==> src/rtl/tlb_cache_assoc.sv <==
// Thread-tagged set-associative TLB with per-set true LRU, duplicate-free fills
// and a one-set-per-cycle flush engine (global or per-thread).
module tlb_cache_assoc #(
  parameter int unsigned NUM_SETS    = 4,
  parameter int unsigned WAYS        = 2,
  parameter int unsigned THREADS     = 4,
  parameter int unsigned VA_WIDTH    = 32,
  parameter int unsigned PA_WIDTH    = 20,
  parameter int unsigned PAGE_OFFSET = 12,
  localparam int unsigned TidW       = (THREADS > 1) ? $clog2(THREADS) : 1
) (
  input  logic                clock,
  input  logic                reset,
  input  logic                supervisor,
  input  logic                req_valid,
  input  logic [TidW-1:0]     req_thread_id,
  input  logic [VA_WIDTH-1:0] req_virt_addr,
  input  logic                req_write,
  output logic                rsp_valid,
  output logic                rsp_hit,
  output logic                rsp_fault,
  output logic [PA_WIDTH-1:0] rsp_phy_addr,
  input  logic                fill_valid,
  input  logic [TidW-1:0]     fill_thread_id,
  input  logic [VA_WIDTH-1:0] fill_virt_addr,
  input  logic [PA_WIDTH-1:0] fill_phy_addr,
  input  logic                fill_write_priv,
  input  logic                flush_req,
  input  logic                flush_all,
  input  logic [TidW-1:0]     flush_thread_id,
  output logic                flush_busy
);

  localparam int unsigned SetBits = $clog2(NUM_SETS);
  localparam int unsigned SetW    = (SetBits > 0) ? SetBits : 1;
  localparam int unsigned WayW    = (WAYS > 1) ? $clog2(WAYS) : 1;
  localparam int unsigned VpnW    = VA_WIDTH - PAGE_OFFSET;
  localparam int unsigned TagW    = VpnW - SetBits;
  localparam int unsigned PpnW    = PA_WIDTH - PAGE_OFFSET;

  typedef logic [WAYS-1:0][WayW-1:0] ages_t;
  typedef enum logic [0:0] {StIdle, StFlush} state_e;

  function automatic logic [SetW-1:0] set_of(input logic [VA_WIDTH-1:0] va);
    logic [VpnW-1:0] vpn;
    vpn = va[VA_WIDTH-1:PAGE_OFFSET];
    return SetW'(vpn) & SetW'(NUM_SETS - 1);
  endfunction

  function automatic logic [TagW-1:0] tag_of(input logic [VA_WIDTH-1:0] va);
    logic [VpnW-1:0] vpn;
    vpn = va[VA_WIDTH-1:PAGE_OFFSET];
    return TagW'(vpn >> SetBits);
  endfunction

  // Ways younger than the touched one age by one; the touched way becomes youngest.
  function automatic ages_t touch(input ages_t a, input logic [WayW-1:0] way);
    ages_t r;
    r = a;
    for (int i = 0; i < WAYS; i++) begin
      if (a[i] < a[way]) r[i] = a[i] + 1'b1;
    end
    r[way] = '0;
    return r;
  endfunction

  logic            valid_q [NUM_SETS][WAYS];
  logic [TidW-1:0] tid_q   [NUM_SETS][WAYS];
  logic [TagW-1:0] tag_q   [NUM_SETS][WAYS];
  logic [PpnW-1:0] ppn_q   [NUM_SETS][WAYS];
  logic            wp_q    [NUM_SETS][WAYS];
  ages_t           age_q   [NUM_SETS];
  ages_t           age_d   [NUM_SETS];

  state_e          state_q, state_d;
  logic [SetW-1:0] fl_set_q, fl_set_d;
  logic            fl_all_q, fl_all_d;
  logic [TidW-1:0] fl_tid_q, fl_tid_d;

  logic            busy, touch_hit, fill_en;
  logic [SetW-1:0] rset, fset;
  logic [TagW-1:0] rtag, ftag;
  logic            hit_any, fmatch, finv;
  logic [WayW-1:0] hit_way, fmatch_way, finv_way, max_way, fway;

  assign busy      = (state_q == StFlush);
  assign touch_hit = req_valid & ~supervisor & ~busy & hit_any;
  assign fill_en   = fill_valid & ~busy;

  always_comb begin
    rset    = set_of(req_virt_addr);
    rtag    = tag_of(req_virt_addr);
    hit_any = 1'b0;
    hit_way = '0;
    for (int w = 0; w < WAYS; w++) begin
      if (valid_q[rset][w] && tag_q[rset][w] == rtag && tid_q[rset][w] == req_thread_id) begin
        hit_any = 1'b1;
        hit_way = WayW'(w);
      end
    end
  end

  // Fill victim is chosen on ages after this cycle's hit touch, so a just-hit way is spared.
  always_comb begin
    fset       = set_of(fill_virt_addr);
    ftag       = tag_of(fill_virt_addr);
    age_d      = age_q;
    fmatch     = 1'b0;
    fmatch_way = '0;
    finv       = 1'b0;
    finv_way   = '0;
    max_way    = '0;
    if (touch_hit) age_d[rset] = touch(age_q[rset], hit_way);
    for (int w = WAYS - 1; w >= 0; w--) begin
      if (!valid_q[fset][w]) begin
        finv     = 1'b1;
        finv_way = WayW'(w);
      end
    end
    for (int w = 0; w < WAYS; w++) begin
      if (age_d[fset][w] > age_d[fset][max_way]) max_way = WayW'(w);
      if (valid_q[fset][w] && tag_q[fset][w] == ftag && tid_q[fset][w] == fill_thread_id) begin
        fmatch     = 1'b1;
        fmatch_way = WayW'(w);
      end
    end
    fway = fmatch ? fmatch_way : (finv ? finv_way : max_way);
    if (fill_en) age_d[fset] = touch(age_d[fset], fway);
  end

  always_comb begin
    state_d  = state_q;
    fl_set_d = fl_set_q;
    fl_all_d = fl_all_q;
    fl_tid_d = fl_tid_q;
    case (state_q)
      StIdle: begin
        if (flush_req) begin
          state_d  = StFlush;
          fl_set_d = '0;
          fl_all_d = flush_all;
          fl_tid_d = flush_thread_id;
        end
      end
      StFlush: begin
        if (fl_set_q == SetW'(NUM_SETS - 1)) state_d = StIdle;
        else fl_set_d = fl_set_q + 1'b1;
      end
      default: state_d = StIdle;
    endcase
  end

  always_ff @(posedge clock or negedge reset) begin
    if (!reset) begin
      state_q  <= StIdle;
      fl_set_q <= '0;
      fl_all_q <= 1'b0;
      fl_tid_q <= '0;
    end else begin
      state_q  <= state_d;
      fl_set_q <= fl_set_d;
      fl_all_q <= fl_all_d;
      fl_tid_q <= fl_tid_d;
    end
  end

  always_ff @(posedge clock or negedge reset) begin
    if (!reset) begin
      for (int s = 0; s < NUM_SETS; s++) begin
        for (int w = 0; w < WAYS; w++) begin
          valid_q[s][w]  <= 1'b0;
          tid_q[s][w]    <= '0;
          tag_q[s][w]    <= '0;
          ppn_q[s][w]    <= '0;
          wp_q[s][w]     <= 1'b0;
          age_q[s][w]    <= WayW'(w);
        end
      end
    end else begin
      age_q <= age_d;
      if (fill_en) begin
        valid_q[fset][fway] <= 1'b1;
        tid_q[fset][fway]   <= fill_thread_id;
        tag_q[fset][fway]   <= ftag;
        ppn_q[fset][fway]   <= fill_phy_addr[PA_WIDTH-1:PAGE_OFFSET];
        wp_q[fset][fway]    <= fill_write_priv;
      end
      if (busy) begin
        for (int w = 0; w < WAYS; w++) begin
          if (fl_all_q || tid_q[fl_set_q][w] == fl_tid_q) valid_q[fl_set_q][w] <= 1'b0;
        end
      end
    end
  end

  always_ff @(posedge clock or negedge reset) begin
    if (!reset) begin
      rsp_valid    <= 1'b0;
      rsp_hit      <= 1'b0;
      rsp_fault    <= 1'b0;
      rsp_phy_addr <= '0;
    end else begin
      rsp_valid <= req_valid;
      if (req_valid && supervisor) begin
        rsp_hit      <= 1'b1;
        rsp_fault    <= 1'b0;
        rsp_phy_addr <= req_virt_addr[PA_WIDTH-1:0];
      end else if (touch_hit) begin
        rsp_hit      <= 1'b1;
        rsp_fault    <= req_write & ~wp_q[rset][hit_way];
        rsp_phy_addr <= {ppn_q[rset][hit_way], req_virt_addr[PAGE_OFFSET-1:0]};
      end else begin
        rsp_hit      <= 1'b0;
        rsp_fault    <= 1'b0;
        rsp_phy_addr <= '0;
      end
    end
  end

  assign flush_busy = busy;

endmodule

==> config.mk <==
export PLATFORM = sky130hd
export DESIGN_NAME = tlb_cache_assoc
export DESIGN_NICKNAME = d
export VERILOG_FILES = /design/src/rtl/tlb_cache_assoc.sv
export SDC_FILE = /design/constraint.sdc
export NUM_CORES = 1
export LEC_CHECK = 0
export BUFFER_PORTS_ARGS = -buffer_cell sky130_fd_sc_hd__buf_4
export CAP_MARGIN = 10
export CORE_MARGIN = 3
export CORE_UTILIZATION = 40
export CTS_CLUSTER_DIAMETER = 120
export DETAILED_ROUTE_END_ITERATION = 10
export PLACE_DENSITY = 0.62
export RECOVER_POWER = 25
export SKIP_CTS_REPAIR_TIMING = 1
export SYNTH_ARGS = -nofsm -noshare
export SYNTH_HDL_FRONTEND = slang
export SYNTH_SLANG_ARGS = --single-unit
==> constraint.sdc <==
create_clock -name clock -period 5.4 [get_ports clock]
set_clock_uncertainty 0.2 [all_clocks]
set_input_delay 0.81 -clock clock [delete_from_list [all_inputs] [get_ports clock]]
set_output_delay 0.81 -clock clock [all_outputs]
set_load 0.05 [all_outputs]
After elaboration in Yosys (flattened, before gate mapping)
Index checks and enable logic that the tools add are counted.
{"block": "word_totals", "in_bits": 99, "output_inout_bits": 24, "elab_cells": 249, "latchBits": 0, "register_bits": 277, "n_memories": 0, "mem_bits_rw": 0, "rom_bits": 0}
{"block": "classes", "n_lt_le_gt_ge": 18, "add_sub_neg": 5, "bitwise": 22, "n_eq_ne": 13, "reduce_logical": 19, "mul": 0, "shifts": 0, "n_mux": 116, "div_mod_pow": 0}
{"op": "36-bit 2-to-1 mux", "n": 5}
{"op": "36-bit binary-select mux with 2-bit select", "n": 2}
{"op": "144-bit bitwise mux", "n": 1}
{"op": "8-bit 2-to-1 mux", "n": 11}
{"op": "36-bit demux with 2-bit select", "n": 1}
{"op": "18-bit equality test", "n": 4}
{"op": "64-bit bitwise mux", "n": 1}
{"op": "16-bit 2-to-1 mux", "n": 3}
{"op": "20-bit 2-to-1 mux", "n": 2}
{"op": "1-bit 2-to-1 mux", "n": 37}
{"op": "2-bit 2-to-1 mux", "n": 17}
{"op": "16-bit binary-select mux with 2-bit select", "n": 1}
{"op": "16-bit demux with 2-bit select", "n": 1}
{"op": "4-bit 2-to-1 mux", "n": 7}
{"op": "4-bit binary-select mux with 2-bit select", "n": 3}
{"op": "8-bit bitwise mux", "n": 3}
{"op": "2-bit binary-select mux with 2-bit select", "n": 5}
{"op": "2-bit demux with 2-bit select", "n": 5}
{"op": "18-bit demux with 1-bit select", "n": 1}
{"op": "18-bit 2-to-1 mux", "n": 1}
{"op": "8-bit AND", "n": 2}
{"op": "16-bit bitwise mux", "n": 1}
{"op": "8-bit inverter", "n": 2}
{"op": "1-bit logical AND", "n": 15}
{"op": "28 further kinds", "n": 62}

Longest topological paths before layout
Gate-level depths: netlist of the first run.
{"block": "depth", "word_depth": 38, "ltp_mapped": 17, "depth_no_buf": 11}

Least setup slack after synthesis of the first run
OpenSTA, ideal clock, no wires.
{"block": "synth_timing", "path_kind": "in2reg", "from": "input fill_virt_addr[12]", "to": "register tag_q[11] (netlist name)", "n_path_buf": 3, "setup_ns": 0.128, "t_required_ns": 5.072, "stages": 11, "arrival_ns": 4.638, "setup_slack_ns": 0.434, "cell_sequence": "clkbuf_1 > buf_1 > mux4_2 > xnor2_1 > nand4_1 > nor4_1 > nand4_1 > and2_1 > a211oi_4 > buf_6 > mux2_1"}
{"block": "synth_between", "elab_chain_cells": 18, "word_cells_on_any_way": 43, "cone_classes": "order compare (5); eq/ne (4); mux (26); bitwise (2); reduce/logical (6)"}
{"element": "from (decl)", "line_no": "25", "source": "input logic [VA_WIDTH-1:0] fill_virt_addr,"}
{"element": "2-bit inverter with 3-bit output (implied by the code) *"}
{"element": "36-bit binary-select mux with 2-bit select", "line_no": "122", "source": "if (valid_q[fset][w] && tag_q[fset][w] == ftag && tid_q[fset][w] == fill_thread_id) begin"}
{"element": "36-bit 2-to-1 mux (implied by the code) (2 in series)", "line_no": "122"}
{"element": "18-bit equality test", "line_no": "122"}
{"element": "1-bit logical AND (2 in series)", "line_no": "122"}
{"element": "1-bit 2-to-1 mux (2 in series)", "line_no": "122"}
{"element": "1-bit 2-to-1 mux", "line_no": "127", "source": "fway = fmatch ? fmatch_way : (finv ? finv_way : max_way);"}
{"element": "1-bit inverter with 2-bit output (implied by the code)", "line_no": "184", "source": "tag_q[fset][fway] <= ftag;"}
{"element": "2-bit >= comparator (implied by the code) or 2-bit by 1-bit < comparator with 1-bit output (tied branches)", "line_no": "184"}
{"element": "1-bit logical AND (implied by the code)", "line_no": "184"}
{"element": "18-bit 2-to-1 mux (implied by the code)", "line_no": "184"}
{"element": "18-bit demux with 1-bit select", "line_no": "184"}
{"element": "36-bit 2-to-1 mux (implied by the code)", "line_no": "184"}
{"element": "36-bit demux with 2-bit select *", "line_no": "184"}
{"element": "144-bit bitwise mux *", "line_no": "184"}
{"element": "to (signal, indexed assignment)", "line_no": "184"}
{"element": "to (decl)", "line_no": "69", "source": "logic [TagW-1:0] tag_q [NUM_SETS][WAYS];"}
Mark *: on every way between the ends. The rest lies on a longest branch, timed or not. The select of a mux whose other input is x is not followed.
A chain may end at the register's enable or synchronous reset.

Worst setup path in the final report of the first run
{"block": "layout_timing", "from": "input req_virt_addr[12]", "to": "register ppn_q[51] (netlist name)"}
{"block": "layout_between", "elab_chain_cells": 31, "word_cells_on_any_way": 65, "cone_classes": "add/sub (2); order compare (9); eq/ne (4); mux (38); bitwise (5); reduce/logical (7)"}
{"element": "from (decl)", "line_no": "17", "source": "input logic [VA_WIDTH-1:0] req_virt_addr,"}
{"element": "2-bit inverter with 3-bit output (implied by the code) *", "line_no": "96, 113"}
{"element": "36-bit binary-select mux with 2-bit select", "line_no": "96", "source": "if (valid_q[rset][w] && tag_q[rset][w] == rtag && tid_q[rset][w] == req_thread_id) begin"}
{"element": "36-bit 2-to-1 mux (implied by the code) (2 in series)", "line_no": "96"}
{"element": "18-bit equality test", "line_no": "96"}
{"element": "1-bit logical AND (2 in series)", "line_no": "96"}
{"element": "1-bit 2-to-1 mux", "line_no": "96"}
{"element": "1-bit by 2-bit < comparator with 1-bit output (implied by the code), or another cell as far along", "line_no": "63", "source": "r[way] = '0;"}
{"element": "1-bit logical AND (implied by the code) or 1-bit 2-to-1 mux (tied branches)", "line_no": "63, 61"}
{"element": "(+13 left out)"}
{"element": "1-bit inverter with 2-bit output (implied by the code) *", "line_no": "185", "source": "ppn_q[fset][fway] <= fill_phy_addr[PA_WIDTH-1:PAGE_OFFSET];"}
{"element": "2-bit >= comparator (implied by the code) or 2-bit by 1-bit < comparator with 1-bit output (tied branches)", "line_no": "185"}
{"element": "1-bit logical AND (implied by the code)", "line_no": "185"}
{"element": "8-bit 2-to-1 mux (implied by the code)", "line_no": "185"}
{"element": "8-bit demux with 1-bit select *", "line_no": "185"}
{"element": "16-bit 2-to-1 mux (implied by the code) *", "line_no": "185"}
{"element": "16-bit demux with 2-bit select *", "line_no": "185"}
{"element": "64-bit bitwise mux *", "line_no": "185"}
{"element": "to (signal, indexed assignment)", "line_no": "185"}
{"element": "to (decl)", "line_no": "70", "source": "logic [PpnW-1:0] ppn_q [NUM_SETS][WAYS];"}
Marked as above.

==> impl_metrics.tcl, run 1 <==
set metrics [dict create \
    synth_edf_count 0 \
    drtIter0Drc 567 \
    core_area_sq_um 35800 \
    min_to "rsp_valid$_DFF_PN0_" \
    drive_gt1_share_pct 37.5 \
    die_height_um 198 \
    maxCapViolCount 3 \
    cts_buffers 31 \
    rsz0062_at_grt "false" \
    synth_area_sq_um 14700 \
    n_antenna_cell 0 \
    firstDrtPassIters 5 \
    clkTransAtPathRegs_ns 0.06 \
    drt_wl_total_um 38500 \
    place.gp.congestion 0.910 \
    synth_cell_types 57 \
    dieArea_sq_um 39000 \
    cpMostUsedCell "buf_4" \
    grt_usage_pct 20.0 \
    cts_tree "built" \
    synth_xor_xnor_area_share_pct 5.25 \
    yosys.area.top_type "dfrtp_1" \
    initial_core_util_pct 40.9 \
    ctsLongestPathBuffers 3 \
    holdPathStages 1 \
    rows 69 \
    placed_area_sq_um 16200 \
    ys_warn_count 0 \
    clk_latency_ns 0.56 \
    cts-root-buf "clkbuf_16" \
    crit_buf_inv 4 \
    worstSetupStartpointType "primary input" \
    grt_pass1_wl_um 59700 \
    syn_to_final_growth_pct 17.6 \
    cp_max_fo 15 \
    reg2reg_depth 12 \
    htree_levels 1 \
    grt_overflow 0 \
    reg2reg_from "tag_q[25]$_DFFE_PN0P_" \
    portBuffers 98 \
    synth_compound_area_share_pct 4.00 \
    critPathRequiredTime_ns 5.63 \
    yosys-top-cells-count "273 x dfrtp_1, 127 x mux2_1, 112 x mux2_2" \
    hp-class "in2reg" \
    cp-startpoint "req_virt_addr[12]" \
    syn_area_per_cell_sq_um 14.3 \
    powerDensity_nw_per_um2 496 \
    vias 9299 \
    postRouteAntennaNets 0 \
    syn_nets 1132 \
    leakagePower_uw 0.00743 \
    cp-end-kind "flip-flop" \
    routedWlPerCell_um 23.6 \
    finalHoldViolCount 0 \
    outcome "complete, but fails checks" \
    utilization_pct 48.1 \
    ys_ff_latch 277 \
    worst_slew_pin_slew_ns 2.51 \
    grt_pass1_vias 9767 \
    max_freq_ghz 0.194 \
    hp-start "req_valid" \
    finalSetupViolCount 0 \
    via_per_inst 5.69 \
    register_area_sq_um 6940 \
    period_share_pct 95.5 \
    muxShareOfSynthArea_pct 35.3 \
    async_reset_ff_share_pct 100 \
    worstPathArrival_ns 5.39 \
    drv_slew 238 \
    ff2ff_setup_slack_ns 0.64 \
    yosysMostFrequentCell "dfrtp_1" \
    critPathKind "in2reg" \
    whs_ns 0.230 \
    grt_max_degree 101 \
    synth_seq_area_share_pct 47.3 \
    violations "capacitance limit, slew limit" \
    num-fill-cells 3122 \
    synthFlopType "dfrtp_1" \
    post-route-min-period_ns 5.16 \
    dpl.hpwl_um 26100 \
    synth_top_family_by_area "multiplexers" \
    synth-adder-area-share_pct 0.341 \
    yosys.area_share.simple_pct 4.53 \
    max_stage_delay_ns 0.55 \
    pin_count 123 \
    die_w_um 198 \
    grt_antenna_before_repair 0 \
    path_cells "buf_4 > buf_4 > mux4_2 > xnor2_1 > nand4_1 > or4_4 > o41a_1 > o22a_1 > mux4_2 > inv_2 > a31oi_4 > a211oi_4 > buf_4 > mux2_1" \
    synth_top_cell_area_share_pct 46.6 \
    final_cell_area_sq_um 17200 \
    yosys-top-cells-area "dfrtp_1 47%, mux4_2 14%, mux2_1 9.7%" \
    cp_slowest_cell "mux4_2" \
    multiInputGateArea_sq_um 7290 \
    reg2reg_to "ppn_q[51]$_DFFE_PN0P_" \
    slew_headroom_pct -67.3 \
    irDropWorstVdd_mv 0.292 \
    critPathTopFamily "multiplexers" \
    post-route-drc-count 0 \
    syn-instance-count 1029 \
    cts.sinks 277 \
    fin_nets 1251 \
]
worst max-delay path by stage:
stage / to / slack [ns] / depth (start not counted)
6_report: ppn_q[51]$_DFFE_PN0P_ / 0.24 / 14
5_1_grt: tag_q[70]$_DFFE_PN0P_ / 0.07 / 2
4_1_cts: ppn_q[51]$_DFFE_PN0P_ / 0.32 / 14
3_5_place_dp: ppn_q[35]$_DFFE_PN0P_ / -0.25 / 14
3_3_place_gp: ppn_q[52]$_DFFE_PN0P_ / -0.22 / 14
2_1_floorplan: tag_q[11]$_DFFE_PN0P_ / 0.43 / 11
registers in the layout (all words and copies together), names as in the netlist, 2 cells and up:
register / flops
age_q: 8
fl_set_q: 2
fl_tid_q: 2
ppn_q: 64
rsp_phy_addr: 20
tag_q: 144
tid_q: 16
valid_q: 8
wp_q: 8
power breakdown:
part           internal (uW)  switching [uW]
Combinational           1600            1250
Clock                   1300             845
Sequential              2970             592
metrics by stage:
step,setup TNS (ns),setup slack [ns],power [uW],std cells
3_3_place_gp,-35.66,-0.219,6320,1576
5_1_grt,0,0.0730,9060,1633
6_report,0,0.243,8560,1633
4_1_cts,0,0.321,8610,1633
3_5_place_dp,-38.30,-0.247,6430,1576
2_1_floorplan,0,0.434,5500,1029
per-layer routing:
layer	global-route usage [%]	part of all wire [%]
met5	0	0
met4	6.32	3.4
met3	3.36	4.9
met2	31.8	47
met1	28.3	45
worst reg2reg max path, delay by kind of cell (launching register included):
kind / cells / cell delay (ns)
multiplexers: 3 / 1.34
AO/OA/AOI/OAI: 4 / 1.24
AND/OR/NAND/NOR: 2 / 0.84
flip-flops: 1 / 0.39
buffers and inverters: 2 / 0.37
XOR/XNOR: 1 / 0.28
cell families after synthesis:
logic type	count (synthesis)
AOI/OAI and AO/OA	73
buffers and inverters	94
DFF	277
adders and majority gates	4
and+or+nand+nor	123
muxes	370
xor gates and xnor gates	88
cell usage in the layout (no fill, tap or decap), types with 8 or more instances in the layout:
cell | netlist | final
xor2_1 | 23 | 23
inv_1 | 14 | 14
mux2_2 | 112 | 112
nor2b_1 | 18 | 18
clkinv_2 | 0 | 9
nor2_1 | 20 | 20
nor4_1 | 8 | 8
a21oi_1 | 17 | 17
nand2_1 | 26 | 26
nand4_1 | 18 | 18
dfrtp_1 | 273 | 273
mux2_1 | 127 | 127
clkbuf_16 | 0 | 31
mux4_2 | 94 | 94
o21ai_0 | 11 | 11
clkbuf_1 | 29 | 9
buf_12 | 0 | 10
buf_4 | 1 | 150
clkbuf_8 | 0 | 8
xnor2_1 | 65 | 65
mux2i_1 | 37 | 37
cell type report:
cell class	instances	share of cell area (%)
multi-input cells	658	42.2
flip-flops and latches	277	40.2
inverters	15	0.326
clock buffers	45	5.27
clock inverters	12	0.784
well taps	461	3.34
repair buffers	165	7.81
Power figures use the tool's default switching activity.
==> run 2: changes to the inputs <==
--- a/config.mk
+++ b/config.mk
@@ -12,7 +12,7 @@
 export CTS_CLUSTER_DIAMETER = 120
 export DETAILED_ROUTE_END_ITERATION = 10
 export PLACE_DENSITY = 0.62
-export RECOVER_POWER = 25
+export RECOVER_POWER = 100
 export SKIP_CTS_REPAIR_TIMING = 1
 export SYNTH_ARGS = -nofsm -noshare
 export SYNTH_HDL_FRONTEND = slang
==> run 2 against run 1 <==
- the flow still finishes with violations (capacitance limit, slew limit)
- power down 0.32%
- count of clock-buffer cells in the layout did not move
- critical path depth unchanged
- fmax shrank 0.43%
- design area shrank 0.96%
- sequential power about the same
- routed wire length fell by 0.35%
- via count is 0.18% lower
- clock power hardly changed
- largest cell class unchanged
- largest power group unchanged
==> impl_metrics.tcl, run 2 (synthesized netlist as in run 1, its figures left out) <==
set metrics [dict create \
    stdcell_count 1633 \
    n_antenna_cell 0 \
    dieArea_sq_um 39000 \
    grt_pass1_wl_um 59700 \
    vias 9282 \
    largest_reg_flops 144 \
    internal_power_uw 5850 \
    hp-start "req_valid" \
    drive_gt1_share_pct 35.2 \
    cp-end-kind "flip-flop" \
    worstSetupStartpointType "primary input" \
    powerDensity_nw_per_um2 500 \
    pin_count 123 \
    leakagePower_uw 0.00730 \
    grt_max_degree 101 \
    irDropWorstVdd_mv 0.292 \
    clkTransAtPathRegs_ns 0.06 \
    post-route-min-period_ns 5.18 \
    cts-root-buf "clkbuf_16" \
    clk_latency_ns 0.56 \
    post-route-drc-count 0 \
    maxCapViolCount 3 \
    drv_slew 238 \
    period_share_pct 95.9 \
    die_height_um 198 \
    firstDrtPassIters 5 \
    final_common_cell "dfrtp_1" \
    seq_power_share_pct 41.7 \
    place.gp.congestion 0.910 \
    reg2reg_from "tag_q[25]$_DFFE_PN0P_" \
    path_cells "buf_4 > buf_4 > mux4_2 > xnor2_1 > nand4_1 > or4_4 > o41a_1 > o22a_1 > mux4_2 > inv_1 > a31oi_4 > a211oi_4 > buf_6 > mux2_1" \
    hp-class "in2reg" \
    cts_buffers 31 \
    top_register "tag_q" \
    switching_share_pct 31.4 \
    slew_headroom_pct -67.6 \
    cp_max_fo 21 \
    pwr-share-comb_pct 33.1 \
    critPathKind "in2reg" \
    rsz0062_at_grt "false" \
    cts.sinks 277 \
    grt_usage_pct 20.0 \
    worst_slew_pin_slew_ns 2.51 \
    worstPathArrival_ns 5.42 \
    max_stage_delay_ns 0.55 \
    placed_cells 1576 \
    p_switching_uw 2680 \
    outcome "complete, but fails checks" \
    grt_overflow 0 \
    fin_nets 1251 \
    critPathRequiredTime_ns 5.64 \
    dpl.hpwl_um 26100 \
    violations "capacitance limit, slew limit" \
    postRouteAntennaNets 0 \
    syn_to_final_growth_pct 16.4 \
    grt_antenna_before_repair 0 \
    cp-startpoint "req_virt_addr[12]" \
    portBuffers 98 \
    drtIter0Drc 605 \
    htree_levels 1 \
    finalHoldViolCount 0 \
    max_freq_ghz 0.193 \
    cts_tree "built" \
    die_w_um 198 \
    via_per_inst 5.68 \
    grt_pass1_vias 9767 \
    finalSetupViolCount 0 \
    ctsLongestPathBuffers 3 \
    core_area_sq_um 35800 \
    cp_slowest_cell "mux4_2" \
    final_cell_mix "273 x dfrtp_1, 127 x mux2_1, 118 x buf_4" \
    drt_wl_total_um 38400 \
    routedWlPerCell_um 23.5 \
    rows 69 \
    clock_power_share_pct 25.1 \
    reg.largest.list "tag_q (144), ppn_q (64), rsp_phy_addr (20)" \
    initial_core_util_pct 40.9 \
    total_power_uw 8530 \
]
[run 2: cell count changes in the layout (fill, tap and decap cells not counted)]
cell      change
buf_4        -32
clkbuf_1     +26
clkbuf_4      +6
buf_12        -5
clkbuf_2      +4
buf_6         +1
inv_1         +1
inv_2         -1
o21ai_0       +1
o21ai_1       -1
[run 2: through the flow]
| step | util [%] | cell area, sq um | setup TNS (ns) | worst slack (ns) | hold slack [ns] |
|---|---|---|---|---|---|
| 2_1_floorplan | - | 14700 | 0 | 0.434 | 0.252 |
| 3_3_place_gp | 45.3 | 16200 | -35.66 | -0.219 | 0.263 |
| 3_5_place_dp | 45.3 | 16200 | -38.30 | -0.247 | 0.271 |
| 4_1_cts | 48.2 | 17300 | 0 | 0.321 | 0.112 |
| 5_1_grt | 47.7 | 17100 | 0 | 0.0726 | 0.230 |
| 6_report | 47.7 | 17100 | 0 | 0.221 | 0.227 |
[run 2: area by class of cell]
type,instances,area [sq um]
Sequential cell,277,6940
Multi-Input combinational cell,658,7290
Inverter,15,56.3
Tap cell,461,577
Timing Repair Buffer,165,1180
Fill cell,3157,18700
Clock buffer,45,908
Clock inverter,12,135
[run 2: layer usage]
metal	share of wire [%]	global-route usage [%]	wire length, um
met4	3.1	6.32	1180
met2	47	31.8	18000
met1	45	28.3	17300
met3	5.1	3.36	1970
met5	0	0	0
[run 2: final timing paths]
kind	to	cells past startpoint	slack (ns)
worst max-delay path	tag_q[43]$_DFFE_PN0P_	14	0.22
worst min-delay path	rsp_valid$_DFF_PN0_	1	0.23
worst max register to register	tag_q[43]$_DFFE_PN0P_	12	0.60
worst min register to register	ppn_q[17]$_DFFE_PN0P_	1	0.28
max in group asynchronous	tag_q[138]$_DFFE_PN0P_	2	0.94
min in group asynchronous	ppn_q[46]$_DFFE_PN0P_	1	0.75
[run 2: critical path, delay by kind of cell]
kind                   cells  cell delay [ns]
multiplexers               3             1.40
AO/OA/AOI/OAI              4             1.18
buffers and inverters      4             0.99
AND/OR/NAND/NOR            2             0.67
XOR/XNOR                   1             0.34
[run 2: power groups by stage]
stage	registers [uW]	clock network, uW	logic, uW
floorplan	3400	0	2100
finish	3560	2140	2830
global route	3690	2290	3060
CTS	3550	2200	2860
global placement	3530	0	2790
detailed placement	3580	0	2850
